===== src/rtl/day_counter_if.sv =====
// -----------------------------------------------------------------------------
// day_counter_if
// Groups the day counter's calendar-side signals into one bundle.
//   Inputs to the counter : ClkDay, DayOverPlus, DayOverMinus (one-cycle pulses),
//                           KeyPlus, KeyMinus (active-low buttons), EditMode,
//                           EditPos[2:0], screen[1:0], months[6:0], years[13:0]
//   Outputs of the counter: days[6:0], ClkMonth, MonthOverPlus, MonthOverMinus
// master : the environment (hour/month/year counters, keys, edit controller)
// slave  : the day counter itself
// -----------------------------------------------------------------------------
interface day_counter_if;
    logic        ClkDay;
    logic        DayOverPlus;
    logic        DayOverMinus;
    logic        KeyPlus;
    logic        KeyMinus;
    logic        EditMode;
    logic [2:0]  EditPos;
    logic [1:0]  screen;
    logic [6:0]  months;
    logic [13:0] years;
    logic [6:0]  days;
    logic        ClkMonth;
    logic        MonthOverPlus;
    logic        MonthOverMinus;

    modport master (
        output ClkDay, DayOverPlus, DayOverMinus, KeyPlus, KeyMinus,
        output EditMode, EditPos, screen, months, years,
        input  days, ClkMonth, MonthOverPlus, MonthOverMinus
    );

    modport slave (
        input  ClkDay, DayOverPlus, DayOverMinus, KeyPlus, KeyMinus,
        input  EditMode, EditPos, screen, months, years,
        output days, ClkMonth, MonthOverPlus, MonthOverMinus
    );
endinterface


===== src/rtl/day_counter.sv =====
// -----------------------------------------------------------------------------
// day_counter
// Day-of-month counter between the hour counter and the month counter.
// Advances on the hour counter's day carry (run mode), steps on time-zone
// shift pulses and on Edit Mode key presses (edit mode), and generates the
// month counter's carry / time-zone overflow pulses. All outputs registered.
//
// Ports:
//   clk    in  main clock, rising edge
//   reset  in  asynchronous, active-low reset
//   bus    day_counter_if.slave (see interface for the signal list)
//
// Configuration macro:
//   DAY_LEAP_YEAR_EN  defined    : February has 29 days in leap years
//                     undefined  : February is always 28 days, years unused
// -----------------------------------------------------------------------------
module day_counter (
    input  logic          clk,
    input  logic          reset,
    day_counter_if.slave  bus
);

    // Month length; anything outside 1..12 is treated as a 31-day month.
    function automatic logic [6:0] month_len(input logic [6:0] m, input logic leap);
        case (m)
            7'd2:                    month_len = leap ? 7'd29 : 7'd28;
            7'd4, 7'd6, 7'd9, 7'd11: month_len = 7'd30;
            default:                 month_len = 7'd31;
        endcase
    endfunction

    logic leap;

`ifdef DAY_LEAP_YEAR_EN
    assign leap = ((bus.years % 14'd4) == 14'd0) &&
                  (((bus.years % 14'd100) != 14'd0) || ((bus.years % 14'd400) == 14'd0));
`else
    logic unused_years;
    assign unused_years = ^bus.years;
    assign leap         = 1'b0;
`endif

    logic [6:0] max_days;
    logic [6:0] prev_max;

    assign max_days = month_len(bus.months, leap);
    // January's predecessor is December.
    assign prev_max = (bus.months == 7'd1) ? 7'd31 : month_len(bus.months - 7'd1, leap);

    // State
    logic [6:0] days_q,         days_d;
    logic       clk_month_q,    clk_month_d;
    logic       over_plus_q,    over_plus_d;
    logic       over_minus_q,   over_minus_d;
    logic       key_plus_q,     key_plus_d;
    logic       key_minus_q,    key_minus_d;

    logic plus_fall;
    logic minus_fall;
    logic key_ok;

    // Keys are active-low: a press is a 1 -> 0 transition against last cycle.
    assign plus_fall  = key_plus_q  & ~bus.KeyPlus;
    assign minus_fall = key_minus_q & ~bus.KeyMinus;
    assign key_ok     = bus.EditMode && (bus.screen == 2'd1) && (bus.EditPos == 3'd0);

    always_comb begin
        // NOTE: every signal written here gets a default first, so no path
        // through the if-chain can leave one unassigned and infer a latch.
        days_d       = days_q;
        clk_month_d  = 1'b0;
        over_plus_d  = 1'b0;
        over_minus_d = 1'b0;
        key_plus_d   = bus.KeyPlus;
        key_minus_d  = bus.KeyMinus;

        // Forward steps roll over at ">= max" so a day left above max by a
        // month edit still wraps to 1 instead of leaving the 1..31 range.
        if (bus.ClkDay && !bus.EditMode) begin
            if (days_q >= max_days) begin
                days_d      = 7'd1;
                clk_month_d = 1'b1;
            end else begin
                days_d = days_q + 7'd1;
            end
        end else if (bus.DayOverPlus && bus.EditMode) begin
            if (days_q >= max_days) begin
                days_d      = 7'd1;
                over_plus_d = 1'b1;
            end else begin
                days_d = days_q + 7'd1;
            end
        end else if (bus.DayOverMinus && bus.EditMode) begin
            if (days_q == 7'd1) begin
                days_d       = prev_max;
                over_minus_d = 1'b1;
            end else begin
                days_d = days_q - 7'd1;
            end
        end else if (plus_fall && key_ok) begin
            days_d = (days_q >= max_days) ? 7'd1 : days_q + 7'd1;
        end else if (minus_fall && key_ok) begin
            days_d = (days_q == 7'd1) ? max_days : days_q - 7'd1;
        end else if (!bus.EditMode && (days_q > max_days)) begin
            // Deferred clamp after a month edit made the day invalid.
            days_d = max_days;
        end
    end

    // NOTE: state registers use non-blocking assignments so every flop samples
    // the pre-edge values, independent of statement order.
    always_ff @(posedge clk or negedge reset) begin
        if (!reset) begin
            days_q       <= 7'd1;
            clk_month_q  <= 1'b0;
            over_plus_q  <= 1'b0;
            over_minus_q <= 1'b0;
            key_plus_q   <= 1'b1;
            key_minus_q  <= 1'b1;
        end else begin
            days_q       <= days_d;
            clk_month_q  <= clk_month_d;
            over_plus_q  <= over_plus_d;
            over_minus_q <= over_minus_d;
            key_plus_q   <= key_plus_d;
            key_minus_q  <= key_minus_d;
        end
    end

    assign bus.days           = days_q;
    assign bus.ClkMonth       = clk_month_q;
    assign bus.MonthOverPlus  = over_plus_q;
    assign bus.MonthOverMinus = over_minus_q;

endmodule


===== src/flat_wrapper.sv =====
// flat-port wrapper written by rule: the top's interface ports become plain ports
module day_counter_flat 
  (clk, reset, bus_ClkDay, bus_DayOverPlus, bus_DayOverMinus, bus_KeyPlus, bus_KeyMinus, bus_EditMode, bus_EditPos, bus_screen, bus_months, bus_years, bus_days, bus_ClkMonth, bus_MonthOverPlus, bus_MonthOverMinus);
  day_counter_if bus_i ();
  input  logic clk;
  input  logic reset;
  input wire logic [$bits(bus_i.ClkDay)-1:0] bus_ClkDay;
  input wire logic [$bits(bus_i.DayOverPlus)-1:0] bus_DayOverPlus;
  input wire logic [$bits(bus_i.DayOverMinus)-1:0] bus_DayOverMinus;
  input wire logic [$bits(bus_i.KeyPlus)-1:0] bus_KeyPlus;
  input wire logic [$bits(bus_i.KeyMinus)-1:0] bus_KeyMinus;
  input wire logic [$bits(bus_i.EditMode)-1:0] bus_EditMode;
  input wire logic [$bits(bus_i.EditPos)-1:0] bus_EditPos;
  input wire logic [$bits(bus_i.screen)-1:0] bus_screen;
  input wire logic [$bits(bus_i.months)-1:0] bus_months;
  input wire logic [$bits(bus_i.years)-1:0] bus_years;
  output wire logic [$bits(bus_i.days)-1:0] bus_days;
  output wire logic [$bits(bus_i.ClkMonth)-1:0] bus_ClkMonth;
  output wire logic [$bits(bus_i.MonthOverPlus)-1:0] bus_MonthOverPlus;
  output wire logic [$bits(bus_i.MonthOverMinus)-1:0] bus_MonthOverMinus;
  assign bus_i.ClkDay = bus_ClkDay;
  assign bus_i.DayOverPlus = bus_DayOverPlus;
  assign bus_i.DayOverMinus = bus_DayOverMinus;
  assign bus_i.KeyPlus = bus_KeyPlus;
  assign bus_i.KeyMinus = bus_KeyMinus;
  assign bus_i.EditMode = bus_EditMode;
  assign bus_i.EditPos = bus_EditPos;
  assign bus_i.screen = bus_screen;
  assign bus_i.months = bus_months;
  assign bus_i.years = bus_years;
  assign bus_days = bus_i.days;
  assign bus_ClkMonth = bus_i.ClkMonth;
  assign bus_MonthOverPlus = bus_i.MonthOverPlus;
  assign bus_MonthOverMinus = bus_i.MonthOverMinus;
  day_counter u_core (.clk(clk), .reset(reset), .bus(bus_i));
endmodule

===== config.mk =====
export PLATFORM = sky130hd
export DESIGN_NAME = day_counter_flat
export DESIGN_NICKNAME = d
export VERILOG_FILES = /design/src/rtl/day_counter_if.sv /design/src/rtl/day_counter.sv /design/src/flat_wrapper.sv
export SDC_FILE = /design/constraint.sdc
export NUM_CORES = 1
export LEC_CHECK = 0
export ABC_AREA = 0
export BUFFER_PORTS_ARGS = -buffer_cell sky130_fd_sc_hd__buf_2
export CAP_MARGIN = 20
export CORE_ASPECT_RATIO = 1.4
export CORE_MARGIN = 2
export CORE_UTILIZATION = 35
export DETAILED_ROUTE_END_ITERATION = 12
export SLEW_MARGIN = 20
export SYNTH_ARGS = -nofsm -noshare
export SYNTH_HDL_FRONTEND = slang
export SYNTH_SLANG_ARGS = --single-unit

===== constraint.sdc =====
create_clock -name clk -period 3.7 [get_ports clk]
set_clock_uncertainty 0.1 [all_clocks]
set_input_delay 0.37 -clock clk [delete_from_list [all_inputs] [get_ports clk]]
set_output_delay 0.37 -clock clk [all_outputs]
set_load 0.01 [all_outputs]

======== After elaboration in Yosys (flattened, before gate mapping) ========
Index checks and enable logic that the tools add are counted.
storage, ports and cells
  output and inout port bits .............. 10
  flip-flop bits (word level) ............. 12
  word-level logic and storage cells ...... 61
  bits of input ports ..................... 34
operators by class
  reductions and logical operators ........ 13
  muxes and demuxes ....................... 20
  bitwise operators ....................... 4
  $lt $le $gt $ge ......................... 2
  equality and inequality tests ........... 13
  add/subtract/negate cells ............... 3
operators by type and width
  cell                                                                    number
  7-bit two-way mux                                                       9
  7-bit by 3-bit equality test with 1-bit output (second input constant)  4
  7-bit by 4-bit equality test with 1-bit output (second input constant)  4
  7-bit by 1-bit equality test with 1-bit output (second input constant)  2
  7-bit by 2-bit equality test with 1-bit output (second input constant)  2
  7-bit by 1-bit subtractor with 7-bit output (second input constant)     2
  1-bit logical AND                                                       8
  1-bit two-way mux                                                       8
  2-bit one-hot mux with 2 select lines                                   2
  4-bit OR reduction                                                      2
  7-bit by 1-bit adder with 7-bit output (second input constant)          1
  7-bit greater-or-equal comparator                                       1
  7-bit greater-than comparator                                           1
  6-bit nonzero test                                                      1
  3-bit logical NOT                                                       1
  1-bit bitwise AND                                                       2
  2-bit by 1-bit equality test with 1-bit output (second input constant)  1
  2-bit two-way mux                                                       1
  1-bit NOT                                                               2
  1-bit logical NOT                                                       1

======== Longest topological paths before layout ========
  depth in word-level cells ............... 11
  gate-level depth with buffers ........... 10
  depth with buffers taken out ............ 10

======== Least setup slack after synthesis ========
Ideal clock, no wire load.
  path kind ............................... input to register
  start ................................... input bus_months[4]
  end ..................................... register u_core.days_q[4] (netlist: u_core.bus.days[4])
  stages .................................. 9
  library setup time ...................... 0.078 ns
  path buffers ............................ 0
  path slack .............................. 1.412 ns
  arrival ................................. 2.110 ns
  data required time ...................... 3.522 ns
  cells stage by stage .................... nor3_1 nand3_1 nor2_1 ha_1 a21o_1 o31ai_1 nor3_1 or3_1 a21oi_1
on the way
  word-level cells in the longest chain between the ends .. 9
  elaborated cells on any way between the ends .. 16
  those cells by class .................... order compare (2); eq/ne (5); mux (6); reduce/logical (3)
RTL lines
  what                                                                                                              RTL line                                                  text
  start: declaration                                                                                                flat_wrapper.sv:15                                        input wire logic [$bits(bus_i.months)-1:0] bus_months;
  7-bit by 3-bit equality test with 1-bit output or 7-bit by 4-bit equality test with 1-bit output (tied branches)  day_counter.sv:25                                         case (m)
  4-bit OR reduction                                                                                                day_counter.sv:25
  2-bit one-hot mux with 2 select lines *                                                                           day_counter.sv:25
  7-bit greater-or-equal comparator                                                                                 day_counter.sv:80, day_counter.sv:87, day_counter.sv:101
  7-bit two-way mux                                                                                                 day_counter.sv:80, day_counter.sv:87, day_counter.sv:101
  7-bit two-way mux                                                                                                 day_counter.sv:100                                        end else if (plus_fall && key_ok) begin
  7-bit two-way mux                                                                                                 day_counter.sv:93                                         end else if (bus.DayOverMinus && bus.EditMode) begin
  7-bit two-way mux                                                                                                 day_counter.sv:86                                         end else if (bus.DayOverPlus && bus.EditMode) begin
  7-bit two-way mux                                                                                                 day_counter.sv:79                                         if (bus.ClkDay && !bus.EditMode) begin
  end signal: assignment                                                                                            day_counter.sv:121                                        days_q <= days_d;
  end: declaration                                                                                                  day_counter.sv:51                                         logic [6:0] days_q, days_d;
Every way passes the cells marked *; elsewhere a longest branch is shown, timed or not.
A chain may end at the register's enable or synchronous reset.

======== Worst setup path in the final report ========
  start ................................... input bus_months[4]
  end ..................................... register u_core.days_q[1] (netlist: u_core.bus.days[1])
on the way
  word-level cells in the longest chain between the ends .. 9
  elaborated cells on any way between the ends .. 30
  those cells by class .................... add/sub (1); order compare (2); eq/ne (11); mux (12); reduce/logical (4)
RTL lines
  what                                                                          RTL line                               text
  7-bit by 1-bit subtractor with 7-bit output, or another cell as far along     day_counter.sv:48                      assign prev_max = (bus.months == 7'd1) ? 7'd31 : month_len(bus.months - 7'd1, leap);
  7-bit by 3-bit equality test with 1-bit output, or another cell as far along  day_counter.sv:25
  4-bit OR reduction or 2-bit one-hot mux with 2 select lines (tied branches)   day_counter.sv:25
  2-bit one-hot mux with 2 select lines, or another cell as far along           day_counter.sv:25
  2-bit two-way mux, or another cell as far along                               day_counter.sv:48
  7-bit two-way mux (on tied branches)                                          day_counter.sv:94, day_counter.sv:100
  7-bit two-way mux                                                             day_counter.sv:93
  7-bit two-way mux                                                             day_counter.sv:86
  7-bit two-way mux                                                             day_counter.sv:79
Several ways; a longest one is shown, not always the timed one. The select of a mux whose other input is x is not followed.

==> out/results.txt <==
I/O pin cnt -> 44
Final period utilization -> 0.6629
Hold Crit Class -> input pin to flop
Die area -> 3290 sq um
Initial antenna violation count -> 0
Vias in the first global route -> 1053
Mean Syn Cell Area -> 8.087 sq um
Setup Fix Bufs, Post-CTS -> 0
Area Growth Syn to Fin -> 20.88%
Cells after Synth -> 123
Number of max-cap violations -> 0
CP endpoint kind -> flop
Commonest non-fill, non-tap cell in the layout -> buf_2
DRC -> 0
Hold_ws -> 0.1004 ns
Lkg Pwr -> 0.5472 nW
Post-Synthesis Net Count -> 162
Number of synthesized flops with an enable pin -> 0
CTS clk-pin slew, worst paths -> 0.08 ns
Crit-path max cell delay -> 0.36 ns
Post-Route WL -> 2498 um
Clock root cell -> clkbuf_4
Share of layout cells above drive strength 1 -> 0.2614
Yosys warns -> 0
Vias -> 1053
Max frequency -> 0.4077 GHz
Vias per inst -> 5.571
Most frequent cells in the layout -> buf_2, nor2_1, nand2_1
Critical path fanouts, max -> 8
Crit path time final -> 2.453 ns
Drt pass-1 iters -> 4
Initial Util -> 0.3725
Final Setup Violations -> 0
Critical Path AT -> 2.55 ns
Crit-path leading delay family -> compound AO/OA/AOI/OAI gates
Global route overflow -> 0
Async S/R FF share, synth -> 1.000
GPL Wtd Cong -> 0.9307
Slowest-stage cell, CP -> o21a_1
Setup CP Type -> input pin to flop
Post-cts gate resize count -> 0
Ant. Diodes -> 0
Core Box Area -> 2670 sq um
Placement Setup Slack -> 0.9368 ns
Slew @ Worst Pin -> 0.7316 ns
PnR worst setup slack -> 1.247 ns
Port Buffers -> 29
Seq/Total Area, Yosys -> 0.3057
Drt initial violations -> 31
Maximum clock insertion buffer count -> 2
Post-layout util -> 0.4503
Hold Violations, Final -> 0
Cell repeated most along the worst path -> a21oi_1
Nets -> 193
Clk sinks -> 12
Die X -> 49.06 um
Worst slew margin -> 0.5123
DPL Wire Length -> 2020 um
Post-Syn Area -> 994.7 sq um
TritonCTS buffer count -> 3
Worst vdd ir -> 0.1971 mV
# rows -> 22
Die height -> 67.08 um
FF+latch count, synth -> 12
Distinct cells, synth -> 42
Unrepaired setup endpoints after global routing -> no
Setup tns final -> 0 ns
Post-DRT Antenna Nets -> 0
Largest net degree at the start of global routing -> 13
CTS tree -> done
Critical Path RT -> 3.80 ns
CP bufs+invs -> 1
Worst-Skew Late Latency -> 0.28 ns
Final Max Tran Viols -> 0
Tot GR Track Use -> 0.1712
H-tree depth -> 1
Status -> finished, final reports clean
# fillers -> 288
Worst Setup Start Kind -> input pin
Top_reg_cell synth -> dfrtp_1
Routed wire per std cell -> 13.22 um
Crit path cell chain -> buf_2 > nor3_1 > o21ai_0 > ha_1 > nand2b_1 > a21oi_1 > o21a_1 > nand2_1 > o211a_1 > a21oi_1
Power per standard cell area -> 575.3 nW/um^2
Pwr Total -> 0.6918 mW
Global-route wire length before repair -> 4471 um
## registers in the layout (all words and copies together) (netlist names)
| name | cells |
|---|---|
| u_core.bus.ClkMonth | 1 |
| u_core.bus.MonthOverMinus | 1 |
| u_core.bus.MonthOverPlus | 1 |
| u_core.bus.days | 7 |
| u_core.key_minus_q | 1 |
| u_core.key_plus_q | 1 |
## worst register-to-register path: cells and delay by family, from the launching register on
kind	cells	cell delay [ns]
adder cells (fa/ha/maj)	1	0.31
AO/OA/AOI/OAI	4	0.97
buffers and inverters	1	0.10
AND/OR/NAND/NOR	2	0.23
flip-flops	1	0.61
## metal layers
layer  global-route usage  vias to the layer above  routed length [um]
li1                     -                      526                   -
met1               0.1926                      501                1073
met2               0.3236                       22                1323
met3              0.01570                        4                  65
met4              0.07857                        0                  36
met5                    0                        -                   0
## kinds of logic (layout without fill, tap and decap cells)
group | Yosys count | in the layout | share of synthesized area
buffers and inverters | 9 | 39 | 0.04779
and+or+nand+nor | 57 | 57 | 0.2969
AOI/OAI and AO/OA | 36 | 36 | 0.2491
DFF | 12 | 12 | 0.3057
muxes | 2 | 2 | 0.02013
adders and majority gates | 5 | 5 | 0.06289
xor gates and xnor gates | 2 | 2 | 0.01761
## synthesized netlist by cell type (all sizes together), types with 2 or more instances
library cell  number  area, sq um
nor2              14        55.06
nand2             11        41.29
a21oi             10        50.05
dfrtp              9        225.2
nand3              8        40.04
nor3               8        40.04
o21ai              7        35.03
ha                 5        62.56
inv                5        18.77
a21o               4        30.03
nand2b             4        25.02
buf                3        23.77
dfstp              3        78.83
o221ai             3        26.28
mux2i              2        20.02
o211ai             2        15.01
o21a               2        15.01
or3                2        12.51
xnor2              2        17.52
## final cells by class
| cell class | count | area [sq um] | share of cell area |
|---|---|---|---|
| Clock buffer | 4 | 36.28 | 0.03018 |
| Multi-Input combinational cell | 102 | 643.1 | 0.5349 |
| Timing Repair Buffer | 30 | 155.1 | 0.1290 |
| Tap cell | 36 | 45.04 | 0.03746 |
| Inverter | 5 | 18.77 | 0.01561 |
| Sequential cell | 12 | 304.0 | 0.2529 |
## final timing paths
check,start,end,slack [ns],cells past startpoint
min in group asynchronous,reset,u_core.bus.days[6],0.39,2
worst max register to register,u_core.bus.days[0],u_core.bus.days[1],1.30,8
max in group asynchronous,reset,u_core.bus.days[0],2.84,2
worst max-delay path,bus_months[4],u_core.bus.days[1],1.25,10
worst min-delay path,bus_KeyPlus,u_core.key_plus_q,0.10,1
worst min register to register,u_core.bus.days[5],u_core.bus.days[5],0.49,1
## through the flow
stage | area (sq um) | std cells
2_1_floorplan | 994.7 | 123
3_3_place_gp | 1156 | 184
3_5_place_dp | 1156 | 184
4_1_cts | 1202 | 189
5_1_grt | 1202 | 189
6_report | 1202 | 189
## report_power, final
part           switching (mW)  total (mW)  internal (mW)
registers              0.0674       0.238          0.171
logic                   0.194       0.349          0.155
clock network          0.0447       0.105         0.0598
total                   0.306       0.692          0.386
## repair_timing
item                                   in CTS  in global routing
hold buffers                                1                  0
setup endpoints to repair                   0                  0
endpoints found under the hold margin       9                  0
No activity file was read; power rests on OpenSTA's default activity.
